**config.mk**
```make
export PLATFORM = sky130hd
export DESIGN_NAME = magnetron_ctrl
export DESIGN_NICKNAME = d
export VERILOG_FILES = /design/src/rtl/magnetron_pkg.sv /design/src/rtl/magnetron_pwm.sv /design/src/rtl/magnetron_ctrl.sv
export SDC_FILE = /design/constraint.sdc
export NUM_CORES = 1
export LEC_CHECK = 0
export CORE_UTILIZATION = 49
export CTS_CLUSTER_SIZE = 25
export DETAILED_ROUTE_END_ITERATION = 10
export GPL_TIMING_DRIVEN = 0
export PLACE_DENSITY = 0.86
export SYNTH_ARGS = -nofsm -noshare
export SYNTH_HDL_FRONTEND = slang
export SYNTH_SLANG_ARGS = --single-unit
```
**constraint.sdc**
```tcl
create_clock -name clk -period 2.41 [get_ports clk]
set_clock_uncertainty 0.15 [all_clocks]
set_input_delay 0.241 -clock clk [delete_from_list [all_inputs] [get_ports clk]]
set_output_delay 0.241 -clock clk [all_outputs]
set_load 0.01 [all_outputs]
```
**src/rtl/magnetron_pkg.sv**
```systemverilog
// Shared state encoding and power-level helper for the magnetron controller.
package magnetron_pkg;

    localparam int unsigned STATE_W = 3;

    typedef enum logic [STATE_W-1:0] {
        IDLE  = 3'd0,
        SET   = 3'd1,
        COOK  = 3'd2,
        PAUSE = 3'd3,
        DONE  = 3'd4
    } state_t;

    // A zero or out-of-range request means full power.
    function automatic int unsigned sat_power(input int unsigned p, input int unsigned period);
        return ((p == 0) || (p > period)) ? period : p;
    endfunction

endpackage

```
**src/rtl/magnetron_pwm.sv**
```systemverilog
// Power-level duty-cycle window: free-running window counter compared against the power level.
module magnetron_pwm #(
    parameter int unsigned PWR_PERIOD = 10,
    parameter int unsigned PWR_W      = $clog2(PWR_PERIOD + 1)
) (
    input  logic             clk,
    input  logic             rst,
    input  logic             clr,
    input  logic             en,
    input  logic [PWR_W-1:0] power,
    output logic             pwm_on
);

    logic [PWR_W-1:0] pwm_cnt;

    always_ff @(posedge clk) begin
        if (rst || clr) begin
            pwm_cnt <= '0;
        end else if (en) begin
            pwm_cnt <= (pwm_cnt == PWR_W'(PWR_PERIOD - 1)) ? '0 : pwm_cnt + PWR_W'(1);
        end
    end

    assign pwm_on = (pwm_cnt < power);

endmodule

```
**src/rtl/magnetron_ctrl.sv**
```systemverilog
// Magnetron controller: cook-time countdown, power window, pause/resume, done reporting.
// Optional end-of-cook beep enabled by defining MAGNETRON_BEEP_EN.
module magnetron_ctrl
    import magnetron_pkg::*;
#(
    parameter int unsigned TIME_W     = 8,
    parameter int unsigned TICK_DIV   = 4,
    parameter int unsigned PWR_PERIOD = 10,
    parameter int unsigned PWR_W      = $clog2(PWR_PERIOD + 1),
    parameter int unsigned BEEP_LEN   = 8
) (
    input  logic               clk,
    input  logic               rst,
    input  logic               startn,
    input  logic               stopn,
    input  logic               clearn,
    input  logic               door_closed,
    input  logic               load,
    input  logic [TIME_W-1:0]  time_in,
    input  logic [PWR_W-1:0]   power_in,
    output logic               mag_on,
    output logic [TIME_W-1:0]  time_left,
    output logic [STATE_W-1:0] state_o,
    output logic               done,
    output logic               beep
);

    localparam int unsigned TICK_W = (TICK_DIV > 1) ? $clog2(TICK_DIV) : 1;

    state_t             state;
    logic [PWR_W-1:0]   power_q;
    logic [TICK_W-1:0]  tick_cnt;
    logic               pwm_on;
    logic               cook_run;
    logic               cook_finish;
    logic               load_ok;
    logic               start_ok;
    logic               pwm_clr;

    // Stop/door-open outrank the tick, so the countdown only advances while cooking uninterrupted.
    assign cook_run    = (state == COOK) && door_closed && stopn;
    assign cook_finish = cook_run && (tick_cnt == TICK_W'(TICK_DIV - 1)) && (time_left == TIME_W'(1));
    assign load_ok     = load && ((state == IDLE) || (state == SET) || ((state == DONE) && door_closed));
    assign start_ok    = !startn && door_closed && stopn && (time_left != '0) &&
                         (((state == SET) && !load) || (state == PAUSE));
    assign pwm_clr     = !clearn || start_ok;

    always_ff @(posedge clk) begin
        if (rst || !clearn) begin
            state     <= IDLE;
            time_left <= '0;
            power_q   <= PWR_W'(PWR_PERIOD);
            tick_cnt  <= '0;
        end else if (state == COOK) begin
            if (!cook_run) begin
                state <= PAUSE;
            end else if (tick_cnt == TICK_W'(TICK_DIV - 1)) begin
                tick_cnt <= '0;
                if (time_left == TIME_W'(1)) begin
                    time_left <= '0;
                    state     <= DONE;
                end else begin
                    time_left <= time_left - TIME_W'(1);
                end
            end else begin
                tick_cnt <= tick_cnt + TICK_W'(1);
            end
        end else if ((state == DONE) && !door_closed) begin
            state <= IDLE;
        end else if (load_ok) begin
            time_left <= time_in;
            state     <= (time_in != '0) ? SET : IDLE;
            power_q   <= PWR_W'(sat_power(32'(power_in), PWR_PERIOD));
        end else if (start_ok) begin
            state    <= COOK;
            tick_cnt <= '0;
        end
    end

    magnetron_pwm #(
        .PWR_PERIOD (PWR_PERIOD),
        .PWR_W      (PWR_W)
    ) u_pwm (
        .clk    (clk),
        .rst    (rst),
        .clr    (pwm_clr),
        .en     (cook_run),
        .power  (power_q),
        .pwm_on (pwm_on)
    );

    // Door gating stays combinational so opening the door cuts power within the same cycle.
    assign mag_on  = (state == COOK) && door_closed && pwm_on;
    assign state_o = state;
    assign done    = (state == DONE);

`ifdef MAGNETRON_BEEP_EN
    localparam int unsigned BEEP_W = $clog2(BEEP_LEN + 1);

    logic [BEEP_W-1:0] beep_cnt;

    always_ff @(posedge clk) begin
        if (rst || !clearn) begin
            beep_cnt <= '0;
        end else if (cook_finish) begin
            beep_cnt <= BEEP_W'(BEEP_LEN);
        end else if (beep_cnt != '0) begin
            beep_cnt <= beep_cnt - BEEP_W'(1);
        end
    end

    assign beep = (beep_cnt != '0);
`else
    assign beep = 1'b0;
`endif

endmodule

```
# ---- Word-level counts from Yosys, hierarchy flattened
# Cells that the tools add are included.
dict set report word_totals {
  reg_bits 21
  input_bits 19
  out_inout_bits 14
  wordCells 80
}
dict set report op_classes {
  addsub 3
  order_cmp 2
  n_eq_ne 13
  muxes 22
  bitwise 2
  n_reduce_logical 33
}
# cell n
set ops {}
lappend ops {{$mux W8} 6}
lappend ops {{$mux W3} 7}
lappend ops {{$reduce_bool A8 Y1} 2}
lappend ops {{$mux W2} 6}
lappend ops {{$logic_and A1 B1 Y1} 11}
lappend ops {{$eq A8 B1 Y1 const B} 1}
lappend ops {{$mux W4} 2}
lappend ops {{$reduce_and A4 Y1} 2}
lappend ops {{$sub A8 B1 Y8 const B} 1}
lappend ops {{$logic_or A1 B1 Y1} 7}
lappend ops {{$eq A3 B2 Y1 const B} 2}
lappend ops {{$ne A3 B2 Y1 const B} 2}
lappend ops {{$reduce_and A3 Y1} 2}
lappend ops {{$add A4 B1 Y4 const B} 1}
lappend ops {{$eq A4 B4 Y1 const B} 1}
lappend ops {{$gt A4 B4 Y1 const B} 1}
lappend ops {{$logic_not A1 Y1} 4}
lappend ops {{$logic_not A4 Y1} 1}
lappend ops {{$lt A4 B4 Y1} 1}
lappend ops {{$ne A2 B1 Y1 const B} 2}
lappend ops {{$ne A2 B2 Y1 const B} 2}
lappend ops {{$reduce_bool A2 Y1} 2}
lappend ops {{$reduce_bool A4 Y1} 1}
lappend ops {{$eq A3 B1 Y1 const B} 1}
lappend ops {{6 further kinds} 7}

# ---- Depth between registers and ports, before layout
dict set report logic_depth {
  depth_word 9
  depth_mapped 7
  mapped_depth_nobuf 7
}

# ---- By module
# Synthesis repeated with hierarchy kept, for this count alone.
dict set report unflattened {
  cells_unflattened 178
  hier_area_um2 1467.7
}
# mod n_inst cells_per_inst area_each_um2 seq_area_each_um2
set modules_own_cells {}
lappend modules_own_cells {magnetron_ctrl 1 147 1203.7 340.3}
lappend modules_own_cells {magnetron_pwm 1 31 264.0 80.1}

# ---- Least setup slack after synthesis
# Ideal clock, no wire load.
dict set report synth_timing {
  path_kind {register to register}
  start {reg time_left[0]}
  end {reg time_left[4]}
  setup_time_ns 0.132
  arrival_time_ns 1.727
  required_ns 2.128
  path_slack_ns 0.401
  stages_incl_launch_ff 7
  path_buffers 0
  synth_period_minus_slack_ns 2.009
  cell_sequence {dfxtp_1 ha_1 or4b_1 and3_1 mux2_2 nand2_1 a21oi_1}
}
dict set report synth_between {
  elab_chain_cells 5
  word_cells_on_any_way 6
  cone_classes {1 x add/sub; 1 x eq/ne; 4 x mux}
}
# element line_no
set synth_lines {}
lappend synth_lines {{from (decl)} magnetron_ctrl.sv:22} ;# output logic [TIME_W-1:0] time_left,
lappend synth_lines {{from (signal assigned)} magnetron_ctrl.sv:63} ;# time_left <= time_left - TIME_W'(1);
lappend synth_lines {{from (signal assigned)} magnetron_ctrl.sv:71} ;# time_left <= time_in;
lappend synth_lines {{$sub A8 B1 Y8 / $eq A8 B1 Y1 (equally long branches)} {magnetron_ctrl.sv:63, magnetron_ctrl.sv:59}}
lappend synth_lines {{$mux W8 *} magnetron_ctrl.sv:59} ;# if (time_left == TIME_W'(1)) begin
lappend synth_lines {{$mux W8 *} magnetron_ctrl.sv:57} ;# end else if (tick_cnt == TICK_W'(TICK_DIV - 1)) begin
lappend synth_lines {{$mux W8 *} magnetron_ctrl.sv:55} ;# if (!cook_run) begin
lappend synth_lines {{$mux W8 *} magnetron_ctrl.sv:54} ;# end else if (state == COOK) begin
# Mark *: on every way between the ends. The rest lies on a longest branch, timed or not. The select of a mux whose other input is x is not followed.
# A chain may end at the register's enable or synchronous reset.

# ---- Worst setup path after layout
dict set report layout_timing {
  start {reg power_q[1]}
  end {out mag_on}
}
dict set report layout_between {
  elab_chain_cells 2
}
# element line_no
set layout_lines {}
lappend layout_lines {{from (decl)} magnetron_ctrl.sv:31} ;# logic [PWR_W-1:0] power_q;
lappend layout_lines {{from (signal assigned)} magnetron_ctrl.sv:52} ;# power_q <= PWR_W'(PWR_PERIOD);
lappend layout_lines {{from (signal assigned)} magnetron_ctrl.sv:73} ;# power_q <= PWR_W'(sat_power(32'(power_in), PWR_PERIOD));
lappend layout_lines {{$lt A4 B4 Y1} magnetron_pwm.sv:24} ;# assign pwm_on = (pwm_cnt < power);
lappend layout_lines {{$logic_and A1 B1 Y1} magnetron_ctrl.sv:93} ;# assign mag_on = (state == COOK) && door_closed && pwm_on;
lappend layout_lines {{to (decl)} magnetron_ctrl.sv:21} ;# output logic mag_on,
# No other way between the ends.

==> results.txt <==
count of different cell masters after synthesis = 51
vias after detailed routing = 1,456
Skew-Pair Late Insertion Delay = 0.31 ns
Hold WS = 0.3160 ns
clk sinks = 21
final HPWL from detailed placement = 2732 microns
CP Data Arrival Time = 1.79 ns
Cell Pwr Density = 399.6 nW/um^2
Post-Route WL = 3588 microns
Max Cap Viol = 0
1st-iter DRT viols = 33
area of the core = 2545 sq um
crit path max fanout = 2
Seq cells post-synth = 21
Horiz. Die Dim = 54.73 microns
cell row count = 18
Seq/Total Area, Yosys = 0.3085
vias in the first global route = 1,259
yosys warns = 0
share of the synthesized area in the top cell type = 0.3085
CTS tree = built
antenna violations before repair = 0
GR Util All Layers = 0.2634
hold-fix buffers at CTS = 0
FF-to-FF End = time_left[4]$_SDFFE_PP0P_
ys async rst share = 0
GRT overflow = 0
initial core utilization = 0.5354
Post-Syn Area = 1363 sq um
largest cells by area after synthesis = dfxtp_1 31%, ha_1 6.4%, a21oi_1 5.9%, nand2_1 4.4%, nor2b_1 3.7%
Power, Total = 0.0007005 W
R2R Setup Slk = 0.29 ns
largest net degree at the start of global routing = 13
Seq. cell area = 421.7 sq um
GPL Wtd Cong = 0.9170
ant diodes = 0
hold path start = power_q[0]$_SDFFE_PP0P_
RSZ-0062 raised after global routing = no
cts bufs inserted = 3
Root Driver = clkbuf_4
router iterations before antenna repair = 4
Primary FF master, synth = dfxtp_1
share of cells above drive strength 1 = 0.08696
Achievable Freq = 458.0 MHz
synthesis-to-layout area growth = 28.65%
final hold viol count = 0
crit path launch type = flip-flop
height of the die = 54.73 microns
WL/cell = 15.14 microns
Slew headroom = 0.6644
Syn Area/Cell = 7.922 sq um
minimum clock period = 2.183 ns
port bufs = 31
leading area contributor after synthesis = dfxtp_1
Vias/cell = 6.143
leakage power = 0.6764 nW
Crit Path Class = flip-flop to output pin
Max VDD drop = 0.3117 mV
H-tree depth = 1
Residual DRC = 0
status = completed
Syn Nets = 198
clk slew on worst S/H paths = 0.12 ns
EDFF count, synth = 0
IO Count = 33
final worst-path cycle share = 0.9059
final setup fails = 0
FF-to-FF path depth = 6
Bufs on Longest Clock Path = 2
WHS Path Cells = 2
multi-input logic area = 895.9 sq um
# fillers = 228
first-pass GRT wire length = 5658 microns
Data required, critical path = 2.02 ns
die area = 2995 sq um
most common cell after layout, fill and taps aside = clkdlybuf4s50_1
Final nets = 234
final core utilization = 0.6888
Slew @ Worst Pin = 0.5035 ns
fin. max-slew vios = 0
post-route ant nets = 0
reg2reg start = time_left[0]$_SDFFE_PP0P_
Post-CTS Repair Setup Buffers = 0
most frequent cells in the layout = 30 x clkdlybuf4s50_1, 20 x dfxtp_1, 16 x a21oi_1, 16 x nand2_1, 12 x nor2_1
hold crit path type = flip-flop to flip-flop
Post-Synthesis Cells = 172
hold endpoint = power_q[0]$_SDFFE_PP0P_
setup TNS = 0 ns
CP Capture Type = output pin
cells in the mapped netlist (all sizes together), types with 2 or more instances:
| cell type | count |
|---|---|
| o21ai | 18 |
| nand4 | 2 |
| and4b | 2 |
| a211oi | 2 |
| nand2b | 4 |
| nor2 | 13 |
| nand3b | 3 |
| a31oi | 4 |
| ha | 7 |
| dfxtp | 21 |
| a32o | 2 |
| buf | 3 |
| nor3 | 7 |
| nor4 | 4 |
| inv | 6 |
| clkbuf | 3 |
| nor2b | 8 |
| nand2 | 17 |
| nand3 | 4 |
| or3 | 2 |
| a21oi | 17 |
| a32oi | 2 |
critical path, stage by stage, from the launching register on:
cell           delay, ns
dfxtp_1             0.36
inv_1               0.05
ha_1                0.29
a21oi_1             0.15
nor2b_1             0.06
o21ai_1             0.12
and4b_1             0.19
dlygate4sd2_1       0.26
cells by family (layout without fill, tap and decap cells):
logic type / count (synthesis) / count (layout) / synth area share
simple gates: 73 / 73 / 0.3095
flops: 21 / 21 / 0.3085
buf+inv: 12 / 47 / 0.04224
mux: 1 / 1 / 0.008264
fa+ha+maj: 7 / 7 / 0.06428
xor+xnor: 2 / 2 / 0.01286
compound gates: 55 / 55 / 0.2516
other cells: 1 / 1 / 0.002752
area by class of cell:
| type | instances | area share |
|---|---|---|
| Sequential cell | 21 | 0.2405 |
| Multi-Input combinational cell | 139 | 0.5111 |
| Tap cell | 30 | 0.02141 |
| Clock inverter | 1 | 0.002855 |
| Timing Repair Buffer | 31 | 0.1763 |
| Inverter | 6 | 0.01285 |
| Clock buffer | 3 | 0.01285 |
| Buffer | 6 | 0.02213 |
timing repair:
action | CTS | global route
endpoints found under the setup margin | 1 | 0
resized for setup | 6 | 0
endpoints found under the hold margin | 0 | 0
stage by stage:
step	std cells	cell area, sq um	setup slack [ns]
after detailed placement	233	1710	0.03546
after CTS	237	1753	0.2367
after floorplan	172	1363	0.4006
after global placement	233	1710	0.04707
final	237	1753	0.2268
after global routing	237	1753	0.1303
power breakdown:
part / switching (W) / internal (W) / total, W
Clock: 0.000114 / 0.0000620 / 0.000176
Combinational: 0.0000815 / 0.0000773 / 0.000159
Sequential: 0.0000103 / 0.000356 / 0.000366
worst max-delay path by stage:
| stage | startpoint | to | slack (ns) |
|---|---|---|---|
| CTS | power_q[1]$_SDFFE_PP1P_ | mag_on | 0.24 |
| global route | power_q[1]$_SDFFE_PP1P_ | mag_on | 0.13 |
| global placement | state_o[1]$_SDFFE_PP0P_ | mag_on | 0.05 |
| floorplan | time_left[0]$_SDFFE_PP0P_ | time_left[4]$_SDFFE_PP0P_ | 0.40 |
| finish | power_q[1]$_SDFFE_PP1P_ | mag_on | 0.23 |
| detailed placement | state_o[1]$_SDFFE_PP0P_ | mag_on | 0.04 |
state kept, by name, indices dropped and copies added, names as in the netlist:
| name | count |
|---|---|
| tick_cnt | 2 |
| state_o | 3 |
| u_pwm.pwm_cnt | 4 |
| power_q | 4 |
| time_left | 8 |
per-layer routing:
layer	vias to the layer above	share of wire	track usage	wire length, microns
met5	-	0	0	0
met4	0	0.015	0.1068	54
met3	8	0.048	0.04167	172
met2	50	0.48	0.4217	1726
met1	691	0.46	0.3472	1634
li1	707	-	-	-
Note: power is estimated with default switching activity, not from simulation.
